--- config.mk ---
export PLATFORM = sky130hd
export DESIGN_NAME = mem_wb_multi
export DESIGN_NICKNAME = d
export VERILOG_FILES = /design/src/rtl/mem_wb_multi.sv
export SDC_FILE = /design/constraint.sdc
export NUM_CORES = 1
export LEC_CHECK = 0
export ABC_AREA = 1
export CORE_UTILIZATION = 39
export CTS_CLUSTER_SIZE = 25
export DETAILED_ROUTE_END_ITERATION = 8
export GPL_TIMING_DRIVEN = 0
export PLACE_DENSITY = 0.79
export REMOVE_ABC_BUFFERS = 1
export SYNTH_ARGS = -nofsm -noshare
export SYNTH_HDL_FRONTEND = slang
export SYNTH_SLANG_ARGS = --single-unit
export TNS_END_PERCENT = 30
--- constraint.sdc ---
create_clock -name clk -period 1.7 [get_ports clk]
set_input_delay 0.255 -clock clk [delete_from_list [all_inputs] [get_ports clk]]
set_output_delay 0.255 -clock clk [all_outputs]
set_load 0.01 [all_outputs]
--- src/rtl/mem_wb_multi.sv ---
// MEM/WB pipeline register for a multi-lane core: hold/bubble stall handling,
// flush, x0/collision write suppression, write-back forwarding and retire counter.
module mem_wb_multi #(
   parameter int unsigned XLEN       = 32,
   parameter int unsigned REG_ADDR_W = 5,
   parameter int unsigned LANES      = 2,
   parameter int unsigned STALL_W    = 6,
   parameter int unsigned STAGE_IDX  = 4,
   parameter int unsigned CNT_W      = 32
) (
   input  logic                          clk,
   input  logic                          rst,
   input  logic [STALL_W-1:0]            stall,
   input  logic                          flush,
   input  logic [LANES*XLEN-1:0]         mem_rd_data,
   input  logic [LANES*REG_ADDR_W-1:0]   mem_rd_addr,
   input  logic [LANES-1:0]              mem_rd_enable,
   output logic [LANES*XLEN-1:0]         wb_rd_data,
   output logic [LANES*REG_ADDR_W-1:0]   wb_rd_addr,
   output logic [LANES-1:0]              wb_rd_enable,
   input  logic [REG_ADDR_W-1:0]         fwd_addr,
   output logic                          fwd_hit,
   output logic [XLEN-1:0]               fwd_data,
   output logic [CNT_W-1:0]              retire_cnt
);

   localparam int unsigned WB_IDX = STAGE_IDX + 1;

   logic             mem_stall_c;
   logic             wb_stall_c;
   logic [LANES-1:0] cap_en_c;
   logic [CNT_W-1:0] wb_pop_c;

   assign mem_stall_c = stall[STAGE_IDX];
   assign wb_stall_c  = stall[WB_IDX];

   // Capture enables: drop writes to x0 and any write shadowed by a younger lane.
   always_comb begin
      cap_en_c = '0;
      for (int unsigned i = 0; i < LANES; i++) begin
         cap_en_c[i] = mem_rd_enable[i] &&
                       (mem_rd_addr[i*REG_ADDR_W +: REG_ADDR_W] != '0);
         for (int unsigned j = i + 1; j < LANES; j++) begin
            if (mem_rd_enable[j] &&
                (mem_rd_addr[j*REG_ADDR_W +: REG_ADDR_W] ==
                 mem_rd_addr[i*REG_ADDR_W +: REG_ADDR_W]))
               cap_en_c[i] = 1'b0;
         end
      end
   end

   // Number of writes currently retiring from the WB stage.
   always_comb begin
      wb_pop_c = '0;
      for (int unsigned i = 0; i < LANES; i++)
         wb_pop_c = wb_pop_c + CNT_W'(wb_rd_enable[i]);
   end

   // Forwarding lookup; later (younger) lanes override older matches.
   always_comb begin
      fwd_hit  = 1'b0;
      fwd_data = '0;
      for (int unsigned i = 0; i < LANES; i++) begin
         if (wb_rd_enable[i] && (fwd_addr != '0) &&
             (wb_rd_addr[i*REG_ADDR_W +: REG_ADDR_W] == fwd_addr)) begin
            fwd_hit  = 1'b1;
            fwd_data = wb_rd_data[i*XLEN +: XLEN];
         end
      end
   end

   always_ff @(posedge clk) begin
      if (rst) begin
         wb_rd_data   <= '0;
         wb_rd_addr   <= '0;
         wb_rd_enable <= '0;
         retire_cnt   <= '0;
      end else begin
         if (flush || (mem_stall_c && !wb_stall_c)) begin
            wb_rd_data   <= '0;
            wb_rd_addr   <= '0;
            wb_rd_enable <= '0;
         end else if (!mem_stall_c) begin
            wb_rd_data   <= mem_rd_data;
            wb_rd_addr   <= mem_rd_addr;
            wb_rd_enable <= cap_en_c;
         end
         // Held WB entries are counted once, on the edge they finally leave.
         if (!wb_stall_c)
            retire_cnt <= retire_cnt + wb_pop_c;
      end
   end

endmodule

## After elaboration in Yosys (flattened, before gate mapping)

Index checks and enable logic that the tools add are counted.

| operators by class | value |
|---|---|
| equality and inequality tests | 3 |
| mux-type cells | 5 |
| add/subtract/negate cells | 2 |
| reductions and logical operators | 14 |

Operators by type and width:

| operator | number |
|---|---|
| $mux W32 | 2 |
| $add A32 B2 Y32 | 1 |
| $eq A5 B5 Y1 | 3 |
| $reduce_bool A5 Y1 | 3 |
| $logic_and A1 B1 Y1 | 8 |
| $mux W1 | 3 |
| $add A1 B1 Y2 | 1 |
| $reduce_or A2 Y1 | 1 |
| $logic_not A1 Y1 | 1 |
| $logic_or A1 B1 Y1 | 1 |

| storage, ports and cells | value |
|---|---|
| output and inout bits | 141 |
| flip-flop bits (word level) | 108 |
| input bits | 90 |
| logic and storage cells | 28 |

## Longest topological paths before layout

| depth | value |
|---|---|
| depth in word-level cells | 5 |
| gate-level depth with buffers | 12 |
| depth with buffers taken out | 12 |

## Worst setup path before layout

No wires, ideal clock.

| path | value |
|---|---|
| path type | register to register |
| start | reg wb_rd_enable[0] |
| end | reg retire_cnt[24] |
| required time | 1.585 ns |
| stages on the path, launching flop included | 13 |
| setup time | 0.115 ns |
| period minus slack after synthesis | 2.026 ns |
| path buffers | 1 |
| arrival time | 1.911 ns |
| setup slack | -0.326 ns |
| cell sequence | dfxtp_1 > inv_1 > fa_1 > inv_1 > ha_1 > nand2_1 > nor2_4 > nand2_4 > nor2_4 > buf_6 > nand3_1 > nand2_1 > nor2_1 |

| between the ends | value |
|---|---|
| word-level cells in the longest chain between the ends | 2 |

Ends and longest elaborated chain:

| what | line | source |
|---|---|---|
| start, declared | 20 | `output logic [LANES-1:0] wb_rd_enable,` |
| start signal, assigned | 86 | `wb_rd_enable <= cap_en_c;` |
| $add A1 B1 Y2 | 56 | `wb_pop_c = wb_pop_c + CNT_W'(wb_rd_enable[i]);` |
| $add A32 B2 Y32 | 90 | `retire_cnt <= retire_cnt + wb_pop_c;` |
| end signal, assigned | 90 |  |
| end, declared | 24 | `output logic [CNT_W-1:0] retire_cnt` |

No other way between the ends.
A chain may end at the register's enable or synchronous reset.

## Final worst setup path

| path | value |
|---|---|
| start | reg wb_rd_addr[1] |
| end | out fwd_data[29] |

| between the ends | value |
|---|---|
| word-level cells in the longest chain between the ends | 4 |

Ends and longest elaborated chain:

| what | line | source |
|---|---|---|
| start, declared | 19 | `output logic [LANES*REG_ADDR_W-1:0] wb_rd_addr,` |
| start signal, assigned | 85 | `wb_rd_addr <= mem_rd_addr;` |
| $eq A5 B5 Y1 | 65 | `(wb_rd_addr[i*REG_ADDR_W +: REG_ADDR_W] == fwd_addr)) begin` |
| $logic_and A1 B1 Y1 | 64 | `if (wb_rd_enable[i] && (fwd_addr != '0) &&` |
| $mux W32 (2 in a row) | 64 |  |
| end, declared | 23 | `output logic [XLEN-1:0] fwd_data,` |

No other way between the ends.

==> impl_metrics.tcl <==
set metrics [dict create \
    routed-wl-met3_um 1720 \
    synth_area_per_cell_um2 6.89 \
    cellPowerDensity_mw_per_mm2 612 \
    vdd_ir_drop_max_mv 0.542 \
    cts_hold_repair.buffers 0 \
    crit_path_max_fanout 5 \
    top_layer "met4" \
    slew_headroom_pct 52.7 \
    crit_path_end_kind "output pin" \
    core_mm2 0.0133 \
    critPathKind "reg -> out" \
    synth_cell_type_count 37 \
    numCtsBuffers 9 \
    port_buffers 226 \
    drt_iter0_drc 444 \
    overflow 0 \
    whs_ps 307 \
    fin_ws_ps -479 \
    hold_viol 0 \
    hold_class "in -> reg" \
    io_pins 231 \
    cts_tree "built" \
    drt_wl_total_um 20500 \
    drive_gt1_share_pct 22.6 \
    area_growth_pct 62.8 \
    setup_viol 47 \
    die_h_um 120 \
    fillers 1142 \
    reg2reg_depth 11 \
    grt_pass1_wl_um 30800 \
    p_total_w 0.00537 \
    grt.total_usage_pct 27.9 \
    clk_path_buf_depth 2 \
    grt_antenna_before_repair 0 \
    dieArea_mm2 0.0143 \
    place_inst 1146 \
    grt_pass1_vias 5837 \
    stdcell_count 1217 \
    dp_hpwl_um 11800 \
    cts-root-buf "clkbuf_16" \
    cts.clk_slew.worst_paths_ps 70 \
    yosysSeqAreaShare_pct 40.1 \
    drc 0 \
    ant_nets 0 \
    place_congestion 0.865 \
    rows 42 \
    hold-path-cell-count 3 \
    ys_warn_count 0 \
    start_util_pct 40.4 \
    numClockSinks 108 \
    fin_setup_tns_ps -17000 \
    power_leakage_nw 3.50 \
    via_count 6231 \
    antenna_cells 0 \
    max_freq_mhz 459 \
    ys_seq_elements 108 \
    fin_nets 1129 \
    grt_max_degree 84 \
    firstDrtPassIters 6 \
    status "complete, but fails checks" \
    wl_per_cell_um 16.8 \
    crit_arrival_ps 1920 \
    finalMaxSlewViolations 0 \
    worst_pin_slew_ps 709 \
    fin_skew_ps 5.07 \
    viasPerCell 5.12 \
    rsz0062_at_grt "true" \
    htreeDepth 3 \
    drv_cap 0 \
    synth_cells 782 \
    netlist_area_mm2 0.00539 \
    critPathLaunchType "register" \
    required_ps 1440 \
    wl_met2_um 10500 \
    finalCritPeriodShare_pct 128 \
    final.min_clock_period_ps 2180 \
    clk_latency_ps 350 \
    die_w_um 120 \
    failed_checks "setup timing" \
    wl_met1_um 7790 \
]
## timing repair
action / in CTS / in global routing
pin swaps: 37 / 47
setup endpoints to repair: 138 / 136
buffers inserted: 31 / 18
resized for setup: 230 / 68
gates cloned: 10 / 1
## synth_stat cells
cell / n / area share (%)
o21ai_0: 18 / 1.7
inv_2: 6 / 0.42
o21bai_1: 3 / 0.42
buf_4: 6 / 0.84
a21oi_2: 21 / 3.4
nand2_1: 270 / 19
nand2_4: 3 / 0.63
xnor2_1: 3 / 0.49
dfxtp_1: 108 / 40
a31oi_1: 2 / 0.23
buf_2: 6 / 0.56
and2_1: 1 / 0.12
o21ai_1: 2 / 0.19
ha_1: 1 / 0.23
buf_1: 1 / 0.070
o21a_1: 1 / 0.14
nor2_1: 76 / 5.3
buf_6: 10 / 2.1
nor2_4: 8 / 1.7
nor3_1: 4 / 0.37
inv_1: 52 / 3.6
nand3_2: 2 / 0.37
nand3_1: 58 / 5.4
nand4_1: 13 / 1.5
nor2_8: 2 / 0.74
or2_0: 1 / 0.12
a21oi_1: 71 / 6.6
or2_1: 1 / 0.12
and3_1: 1 / 0.12
nand3_4: 1 / 0.33
nand2_2: 5 / 0.58
nor2_2: 3 / 0.35
nor3_2: 2 / 0.37
fa_1: 1 / 0.37
o211ai_1: 1 / 0.14
xor2_1: 3 / 0.49
clkbuf_1: 15 / 1.0
## cells by family (layout without fill, tap and decap cells)
group,Yosys count,in the layout,synth area share (%)
xor gates and xnor gates,6,6,0.975
adders and majority gates,2,2,0.604
and+or+nand+nor,451,459,36.9
buffers and inverters,96,347,8.64
DFF,108,108,40.1
AOI/OAI and AO/OA,119,119,12.8
## power by group
group          switching [W]  total, W  leakage, nW  internal [W]
Sequential         0.0000511   0.00263        0.884       0.00258
Clock               0.000987   0.00202        0.133       0.00104
Combinational       0.000346  0.000718         2.48      0.000373
Total                0.00138   0.00537         3.50       0.00399
## state kept, by name, indices dropped and copies added (netlist names)
register and flops:
wb_rd_data 64, wb_rd_addr 10, retire_cnt 32, wb_rd_enable 2
## cell usage in the layout (no fill, tap or decap), types with 2 or more instances in the layout
cell type and count:
buf_8 3, xor2_1 3, dfxtp_4 3, nand3_2 27, nor3_1 3, nor2_2 5, buf_2 23, inv_1 44
nand3_1 33, nor2_4 13, nand2_1 256, nor2_8 2, o21ai_2 3, o21bai_1 3, dlygate4sd2_1 5, clkbuf_16 9
clkbuf_1 2, xnor2_1 2, buf_12 3, clkdlybuf4s50_1 187, nand2_4 4, nand4_1 13, nand2_8 6, a31oi_1 2
a21oi_2 24, inv_2 10, a21oi_1 68, dfxtp_1 92, inv_6 2, nor3_2 3, dfxtp_2 13, buf_4 17
nor2_1 71, buf_6 34, o21ai_0 16, nand2_2 18
## worst max-delay path, cell delays in order (launching register included)
cell and delay (ps):
dfxtp_2 360, inv_2 40, nand2_2 70, o21ai_2 60, nor2_1 150, nand2_2 90
buf_12 130, nor2_4 130, buf_6 160, buf_6 110, nand3_2 70, nand2_1 70
buf_2 120
## metal layers
layer / up-vias / global-route usage (%)
met5: - / 0
met4: 0 / 9.22
met3: 41 / 9.27
met2: 271 / 49.6
met1: 2905 / 31.1
li1: 3014 / -
## cell type report
cell class / count / area (µm²) / share of cell area [%]
multi-input combinational: 586 / 3150 / 35.9
timing repair buffer: 272 / 2650 / 30.2
sequential: 108 / 2190 / 25.0
inverter: 58 / 268 / 3.05
clock buffer: 12 / 246 / 2.81
tap: 176 / 220 / 2.51
timing repair inverter: 2 / 32.5 / 0.371
clock inverter: 3 / 22.5 / 0.257
## path summary, 6_finish.rpt
path | start | end | slack [ps]
max | wb_rd_addr[1] | fwd_data[29] | -480
min | stall[4] | wb_rd_data[15] | 310
max reg2reg | retire_cnt[0] | retire_cnt[26] | -310
min reg2reg | wb_rd_data[35] | wb_rd_data[35] | 480
## metrics by stage
stage / utilization (%) / worst slack (ps) / instance area, µm²
final: 65.7 / -479 / 8770
after global routing: 65.7 / -564 / 8770
after CTS: 63.4 / -490 / 8470
after detailed placement: 57.1 / -1460 / 7620
after global placement: 57.1 / -4550 / 7620
after floorplan: - / -415 / 5140
Note: power is estimated with default switching activity, not from simulation.
